<file path="config.mk">
export PLATFORM = sky130hd
export DESIGN_NAME = bech_seq_monitor
export DESIGN_NICKNAME = d
export VERILOG_FILES = /design/src/rtl/bech_seq_monitor_pkg.sv /design/src/rtl/sat_counter.sv /design/src/rtl/bech_seq_monitor.sv
export SDC_FILE = /design/constraint.sdc
export NUM_CORES = 1
export LEC_CHECK = 0
export ABC_CLOCK_PERIOD_IN_PS = 2200
export CORE_AREA = 2 2 66 68
export CTS_BUF_LIST = sky130_fd_sc_hd__clkbuf_8 sky130_fd_sc_hd__clkbuf_16
export DETAILED_ROUTE_END_ITERATION = 16
export DIE_AREA = 0 0 68 70
export DONT_BUFFER_PORTS = 1
export GPL_TIMING_DRIVEN = 0
export PLACE_DENSITY_LB_ADDON = 0.2
export SYNTH_ARGS = -nofsm -noshare
export SYNTH_HDL_FRONTEND = slang
export SYNTH_HIERARCHICAL = 1
export SYNTH_SLANG_ARGS = --single-unit
</file>
<file path="constraint.sdc">
create_clock -name clk -period 2.2 [get_ports clk]
set_clock_uncertainty 0.05 [all_clocks]
set_input_delay 0.22 -clock clk [delete_from_list [all_inputs] [get_ports clk]]
set_output_delay 0.22 -clock clk [all_outputs]
set_load 0.005 [all_outputs]
</file>
<file path="src/rtl/bech_seq_monitor_pkg.sv">
// Shared types and constants for the decoder/follow sequence monitor.
// Vector bit n-1 corresponds to controller output yn.
package bech_seq_monitor_pkg;

  typedef enum logic [1:0] {
    ST_IDLE    = 2'd0,
    ST_CHK_DEC = 2'd1,
    ST_CHK_FOL = 2'd2
  } trk_state_e;

  typedef enum logic [2:0] {
    F_IDLE   = 3'd0,
    F_Y12    = 3'd1,
    F_Y14    = 3'd2,
    F_Y7     = 3'd3,
    F_Y8Y10  = 3'd4
  } fol_cls_e;

  localparam logic [38:0] ZERO   = 39'h0;
  localparam logic [38:0] Y5     = 39'h10;
  localparam logic [38:0] Y6_Y15 = 39'h4020;
  localparam logic [38:0] Y14    = 39'h2000;
  localparam logic [38:0] Y11    = 39'h400;
  localparam logic [38:0] Y12    = 39'h800;
  localparam logic [38:0] Y7     = 39'h40;
  localparam logic [38:0] Y8_Y9  = 39'h180;
  localparam logic [38:0] Y10    = 39'h200;
  localparam logic [38:0] Y34    = 39'h2_0000_0000;

  localparam logic [1:0] FC_NONE = 2'd0;
  localparam logic [1:0] FC_DEC  = 2'd1;
  localparam logic [1:0] FC_FOL  = 2'd2;

endpackage

</file>
<file path="src/rtl/sat_counter.sv">
// Up-counter that sticks at all-ones; synchronous clear has priority over increment.
module sat_counter #(
  parameter int W = 8
) (
  input  logic         clk,
  input  logic         rst,
  input  logic         clr,
  input  logic         inc,
  output logic [W-1:0] cnt
);

  always_ff @(posedge clk or negedge rst) begin
    if (!rst) begin
      cnt <= '0;
    end else if (clr) begin
      cnt <= '0;
    end else if (inc && (cnt != '1)) begin
      cnt <= cnt + 1'b1;
    end
  end

endmodule

</file>
<file path="src/rtl/bech_seq_monitor.sv">
// Watches the y4 decoder state of a controller: checks the decode output against
// x12/x4/x5 and the following cycle against the latched follow class.
module bech_seq_monitor
  import bech_seq_monitor_pkg::*;
#(
  parameter int CNT_W        = 8,
  parameter int ALARM_THRESH = 1
) (
  input  logic             clk,
  input  logic             rst,
  input  logic             en,
  input  logic             clr,
  input  logic [17:0]      x,
  input  logic [38:0]      y,
  output logic             alarm,
  output logic             err_pulse,
  output logic [1:0]       fail_code,
  output logic [CNT_W-1:0] visit_cnt,
  output logic [CNT_W-1:0] err_cnt
);

  localparam logic [CNT_W-1:0] THRESH_C = CNT_W'(ALARM_THRESH);

  trk_state_e  state;
  fol_cls_e    cls;
  logic [38:0] dec_exp;
  fol_cls_e    dec_cls;
  logic        fol_ok;
  logic        viol;
  logic [1:0]  viol_code;
  logic        visit_inc;
  logic        x4, x5, x12;
  logic        unused_x;

  assign x4  = x[3];
  assign x5  = x[4];
  assign x12 = x[11];
  assign unused_x = ^{x[17:12], x[10:5], x[2:0]};

  always_comb begin
    dec_exp = Y5;
    dec_cls = F_Y8Y10;
    if (x12 && x4) begin
      dec_exp = Y5;
      dec_cls = F_Y12;
    end else if (x12 && x5) begin
      dec_exp = Y6_Y15;
      dec_cls = F_Y14;
    end else if (x12) begin
      dec_exp = Y14;
      dec_cls = F_IDLE;
    end else if (x4 && x5) begin
      dec_exp = Y11;
      dec_cls = F_IDLE;
    end else if (x4) begin
      dec_exp = Y5;
      dec_cls = F_Y7;
    end
  end

  // No legal follow vector contains y4, so a re-entry from CHK_FOL is always a violation.
  always_comb begin
    fol_ok = 1'b0;
    case (cls)
      F_Y12:   fol_ok = (y == Y12);
      F_Y14:   fol_ok = (y == Y14);
      F_Y7:    fol_ok = (y == Y7);
      F_Y8Y10: fol_ok = x5 ? (y == Y8_Y9) : (y == Y10);
      default: fol_ok = (y == ZERO) || (y == Y34);
    endcase
  end

  always_comb begin
    viol      = 1'b0;
    viol_code = FC_NONE;
    visit_inc = 1'b0;
    if (en) begin
      case (state)
        ST_IDLE: visit_inc = y[3];
        ST_CHK_DEC: begin
          if (y != dec_exp) begin
            viol      = 1'b1;
            viol_code = FC_DEC;
          end
        end
        ST_CHK_FOL: begin
          visit_inc = y[3];
          if (!fol_ok) begin
            viol      = 1'b1;
            viol_code = FC_FOL;
          end
        end
        default: ;
      endcase
    end
  end

  always_ff @(posedge clk or negedge rst) begin
    if (!rst) begin
      state     <= ST_IDLE;
      cls       <= F_IDLE;
      err_pulse <= 1'b0;
      fail_code <= FC_NONE;
      alarm     <= 1'b0;
    end else begin
      err_pulse <= viol;
      if (en) begin
        case (state)
          ST_IDLE: if (y[3]) state <= ST_CHK_DEC;
          ST_CHK_DEC: begin
            cls   <= dec_cls;
            state <= ST_CHK_FOL;
          end
          ST_CHK_FOL: state <= y[3] ? ST_CHK_DEC : ST_IDLE;
          default: state <= ST_IDLE;
        endcase
      end
      // Clear beats a same-cycle violation; the tracker above still advances.
      if (clr) begin
        fail_code <= FC_NONE;
        alarm     <= 1'b0;
      end else begin
        if (viol && (fail_code == FC_NONE)) fail_code <= viol_code;
        if (err_cnt >= THRESH_C) alarm <= 1'b1;
      end
    end
  end

  sat_counter #(.W(CNT_W)) u_visit_cnt (
    .clk (clk),
    .rst (rst),
    .clr (clr),
    .inc (visit_inc),
    .cnt (visit_cnt)
  );

  sat_counter #(.W(CNT_W)) u_err_cnt (
    .clk (clk),
    .rst (rst),
    .clr (clr),
    .inc (viol),
    .cnt (err_cnt)
  );

endmodule
</file>
==> summary by stage <==
Status
The flow ran to the end, but the final reports show violations. The checks that failed: negative setup slack.

Floorplanning
The initial utilization of the core area, before any placement, comes to 42.1%. From bottom edge to top edge, the die measures about 70 um. The number of cell rows is 24. The I/O pin count is 81.

Measured along the x axis, the die boundary spans 68 um. The die outline area is 4760 um2. The floorplan step defined a core boundary enclosing 4140 um2.

Drt
The count of antenna-violating nets left after detailed routing is 0. The count of unresolved DRC violations after routing is 0. In this run, the number of DRC markers left after iteration 0 of detailed routing was 103.

Dividing the detail-routed via count by the number of cells gives 6.19. In the final routing, the length of wire on met1 measures 1.84 mm. The uppermost layer routed is met4. The routed layout has 1702 vias. In the final routed layout, each cell accounts on average for 16.8 um.

The final wirelength is 4.61 mm. Summed over all nets, wire length on met2 after detailed routing comes to 2.50 mm. The detailed route wirelength on metal3 is 217 um. The first detailed-routing pass ran for 5 iterations.

Worst hold path
The worst hold path begins at x[3]. In this run the worst hold path is classified as in -> reg. The path with the worst hold slack has its endpoint at cls[0]. Along the worst hold path, the cell count comes to 2.

Global routing
The initial antenna violation count is 0. Entering global routing, the biggest net connects 26 pins. The global-route wire length before repair is around 7 mm. The via count of the first global-routing pass is 1595. The total overflow left after global routing is 0. Global routing used 18.5% of the available tracks.

Worst setup path
STA puts the critical path data required time at 2.32 ns. The nature of the critical path startpoint is a register. The critical path is of the reg -> reg type. The capture instance of the worst register-to-register path is u_err_cnt/cnt[7]. Data on the critical path arrives at its endpoint at 2.34 ns. The depth of the worst register-to-register path is 10. STA classifies the critical path endpoint as a register. Of all nets on the critical path, the largest fanout is 4. The register-to-register path setup slack is -0.02 ns. The beginning of the worst register-to-register path is cls[0].

Yosys
The synthesized flop and latch total is 25. The post-synthesis async set-or-reset flop share is 100%. The synthesized net count is 266. The portion of the post-synthesis area used by sequential elements is 35.8%. Each instance of the synthesized netlist takes up on average 8.82 um2.

Synthesis produced 198 cells. The most used flip-flop cell after synthesis is sky130_fd_sc_hd__dfrtp_1. Yosys mapped the design onto 47 distinct sky130hd cell types. The total of warnings raised by yosys is 6. The synthesized netlist occupies a cell area of around 1700 um2.

The number of flops mapped to enable cells by yosys is 0.

STA
For this run, the top clock speed supported by timing is 450 MHz. The hold violation total from the final report is 0. For the pin with the worst max-slew slack, the measured transition is approximately 0.44 ns. Counting I/O delays and the setup requirement, the final critical path takes 2.22 ns. The final number of max-transition violations came to 0. The post-route setup TNS is -0.0496 ns. The final cycle utilization of the critical path is 101%.

The worst setup margin is -0.0212 ns. Setup repair after global routing could not meet its margin everywhere. Setup violations remaining at the end of the flow were counted as 3. The relative max-transition margin is between 70 and 80%.

Clock network
After clock tree synthesis, the clock-pin slew on the worst setup and hold paths is about 0.08 ns. The clock passes through at most 2 buffers. The number of H-tree levels is 1. CTS placed an instance of sky130_fd_sc_hd__clkbuf_8 at the clock tree root.

At the later pin of the worst-skew pair, clock insertion delay measures around 0.26 ns. The clock drives 25 sinks. TritonCTS built the clock tree.

Buffers inserted during clock tree synthesis total 3.

Pwr
The total power divided by cell area is 764 nW/um2. IR analysis of the VDD net gives a maximum drop of 0.365 mV. The static leakage power is between 0.8 and 0.9 nW.

The final total power is ~1.7 mW.

Place
The quantity of I/O buffers inserted on ports is 0. The routability congestion estimate is slightly above 0.8. The placed cell area is approximately 1800 um2. The HPWL reported at the end of detailed placement is 3.23 mm. OpenSTA, run right after detailed placement, puts the worst setup slack at -0.280 ns.

Layout
After routing the design area is between 2000 and 2500 um2. Cells with a size suffix above 1 make up a little under a quarter of the layout. The number of diodes added for antenna fixing is 0. The utilization after layout is 52.2%. The number of nets in the layout is 292. The layout overhead on the synthesized area is 23.9%.

Job
Across the run, the number of max-cap violations was 0.
[cell usage in the layout (no fill, tap or decap), types with 3 or more instances in the layout]
cell                            Yosys  final
sky130_fd_sc_hd__dfrtp_1           25     22
sky130_fd_sc_hd__buf_4              0     14
sky130_fd_sc_hd__inv_1             12     12
sky130_fd_sc_hd__nand2_1           11     11
sky130_fd_sc_hd__nor3_1            11     10
sky130_fd_sc_hd__nor2_1            10      9
sky130_fd_sc_hd__nor4_1             8      8
sky130_fd_sc_hd__a21oi_1           10      8
sky130_fd_sc_hd__nor2b_1            7      7
sky130_fd_sc_hd__o21ai_0            9      7
sky130_fd_sc_hd__ha_1               7      7
sky130_fd_sc_hd__nand2b_1           6      6
sky130_fd_sc_hd__nand4_1            5      5
sky130_fd_sc_hd__a31oi_1            5      5
sky130_fd_sc_hd__xnor2_1            4      4
sky130_fd_sc_hd__or3_1              4      4
sky130_fd_sc_hd__nand3_2            2      4
sky130_fd_sc_hd__mux2_2             5      4
sky130_fd_sc_hd__dlygate4sd3_1      0      4
sky130_fd_sc_hd__or4_1              3      3
sky130_fd_sc_hd__buf_2              3      3
sky130_fd_sc_hd__o211ai_1           3      3
sky130_fd_sc_hd__and3_1             4      3
sky130_fd_sc_hd__clkbuf_8           0      3
sky130_fd_sc_hd__dfrtp_2            0      3
[registers in the layout (all words and copies together), names as in the netlist]
register         cells
alarm                1
cls                  3
err_pulse            1
fail_code            2
state                2
u_err_cnt/cnt        8
u_visit_cnt/cnt      8
[through the flow]
step / hold WS (ns) / std cells
2_1_floorplan: -0.126 / 198
3_3_place_gp: -0.125 / 250
3_5_place_dp: -0.125 / 250
4_1_cts: 0.0506 / 267
5_1_grt: 0.0510 / 275
6_report: 0.0582 / 275
[repair_timing]
item                                    in CTS  in global routing
endpoints found under the setup margin       8                  9
resized for setup                            7                 18
setup buffers                                9                  8
gates cloned                                 0                  1
pin swaps                                    2                  7
hold endpoints to repair                    28                  0
hold buffers                                 5                  0
[layer usage]
| metal | global-route usage (%) | up-vias |
|---|---|---|
| li1 | - | 805 |
| met3 | 2.58 | 6 |
| met5 | 0 | - |
| met4 | 4.00 | 0 |
| met1 | 20.8 | 838 |
| met2 | 35.3 | 53 |
[how the worst max path moves through the flow]
stage                     startpoint          endpoint  slack (ns)  cells past startpoint
after floorplan                y[20]  u_err_cnt/cnt[0]       -0.10                      7
after global placement        cls[2]  u_err_cnt/cnt[0]       -0.22                      9
after detailed placement       y[20]  u_err_cnt/cnt[0]       -0.28                      7
after CTS                   state[1]  u_err_cnt/cnt[7]       0.003                      9
after global routing          cls[0]  u_err_cnt/cnt[7]       -0.13                     10
final                         cls[0]  u_err_cnt/cnt[7]       -0.02                     10
[worst max-delay path: stages (launching register included)]
cell                       delay (ns)
sky130_fd_sc_hd__dfrtp_2         0.45
sky130_fd_sc_hd__buf_12          0.14
sky130_fd_sc_hd__nor2_4          0.10
sky130_fd_sc_hd__a21oi_1         0.08
sky130_fd_sc_hd__a31oi_1         0.25
sky130_fd_sc_hd__o311ai_4        0.14
sky130_fd_sc_hd__nand3_2         0.14
sky130_fd_sc_hd__buf_6           0.13
sky130_fd_sc_hd__nand3_4         0.08
sky130_fd_sc_hd__or3_1           0.33
sky130_fd_sc_hd__a211oi_1        0.25
[cells in the mapped netlist (all sizes together), types with 2 or more instances]
library cell | count | area (um2)
a2111oi | 2 | 17.5
or4 | 4 | 33.8
o211ai | 3 | 22.5
o21ai | 9 | 45.0
clkbuf | 3 | 11.3
nand3 | 7 | 45.0
buf | 3 | 15.0
or4b | 2 | 20.0
nor3 | 11 | 55.1
nor2 | 10 | 37.5
nand2 | 11 | 41.3
a21boi | 3 | 22.5
and3 | 4 | 25.0
a31oi | 5 | 31.3
o31ai | 2 | 15.0
nor3b | 3 | 22.5
o311ai | 2 | 17.5
or3 | 4 | 25.0
nand2b | 6 | 37.5
inv | 12 | 45.0
nor4 | 8 | 50.1
a41oi | 2 | 17.5
nor2b | 7 | 43.8
nand4 | 5 | 31.3
ha | 7 | 87.6
and4 | 4 | 37.5
a211oi | 2 | 15.0
mux2i | 2 | 20.0
dfrtp | 25 | 626
xnor2 | 4 | 35.0
a21oi | 10 | 50.1
mux2 | 5 | 56.3
[cell type report]
type                       count  area, um2
clock inverter                 1       5.00
multi-input combinational    155       1150
tap                           52       65.1
sequential                    25        629
clock buffer                   3       41.3
fill                         380       1980
inverter                      12       45.0
buffer                         5       28.8
timing repair buffer          22        201
[cell families (layout without fill, tap and decap cells)]
family,Yosys count,count (layout),synth area share (%)
xor gates and xnor gates,4,4,2.01
AOI/OAI and AO/OA,47,47,17.9
and+or+nand+nor,90,90,30.8
DFF,25,25,35.8
adders and majority gates,7,7,5.02
buffers and inverters,18,43,4.09
muxes,7,7,4.37
[report_power, final]
group	internal, mW	switching (mW)	total [mW]
Clock	0.126	0.141	0.267
Combinational	0.414	0.319	0.733
Sequential	0.540	0.112	0.652
Power figures use the tool's default switching activity.
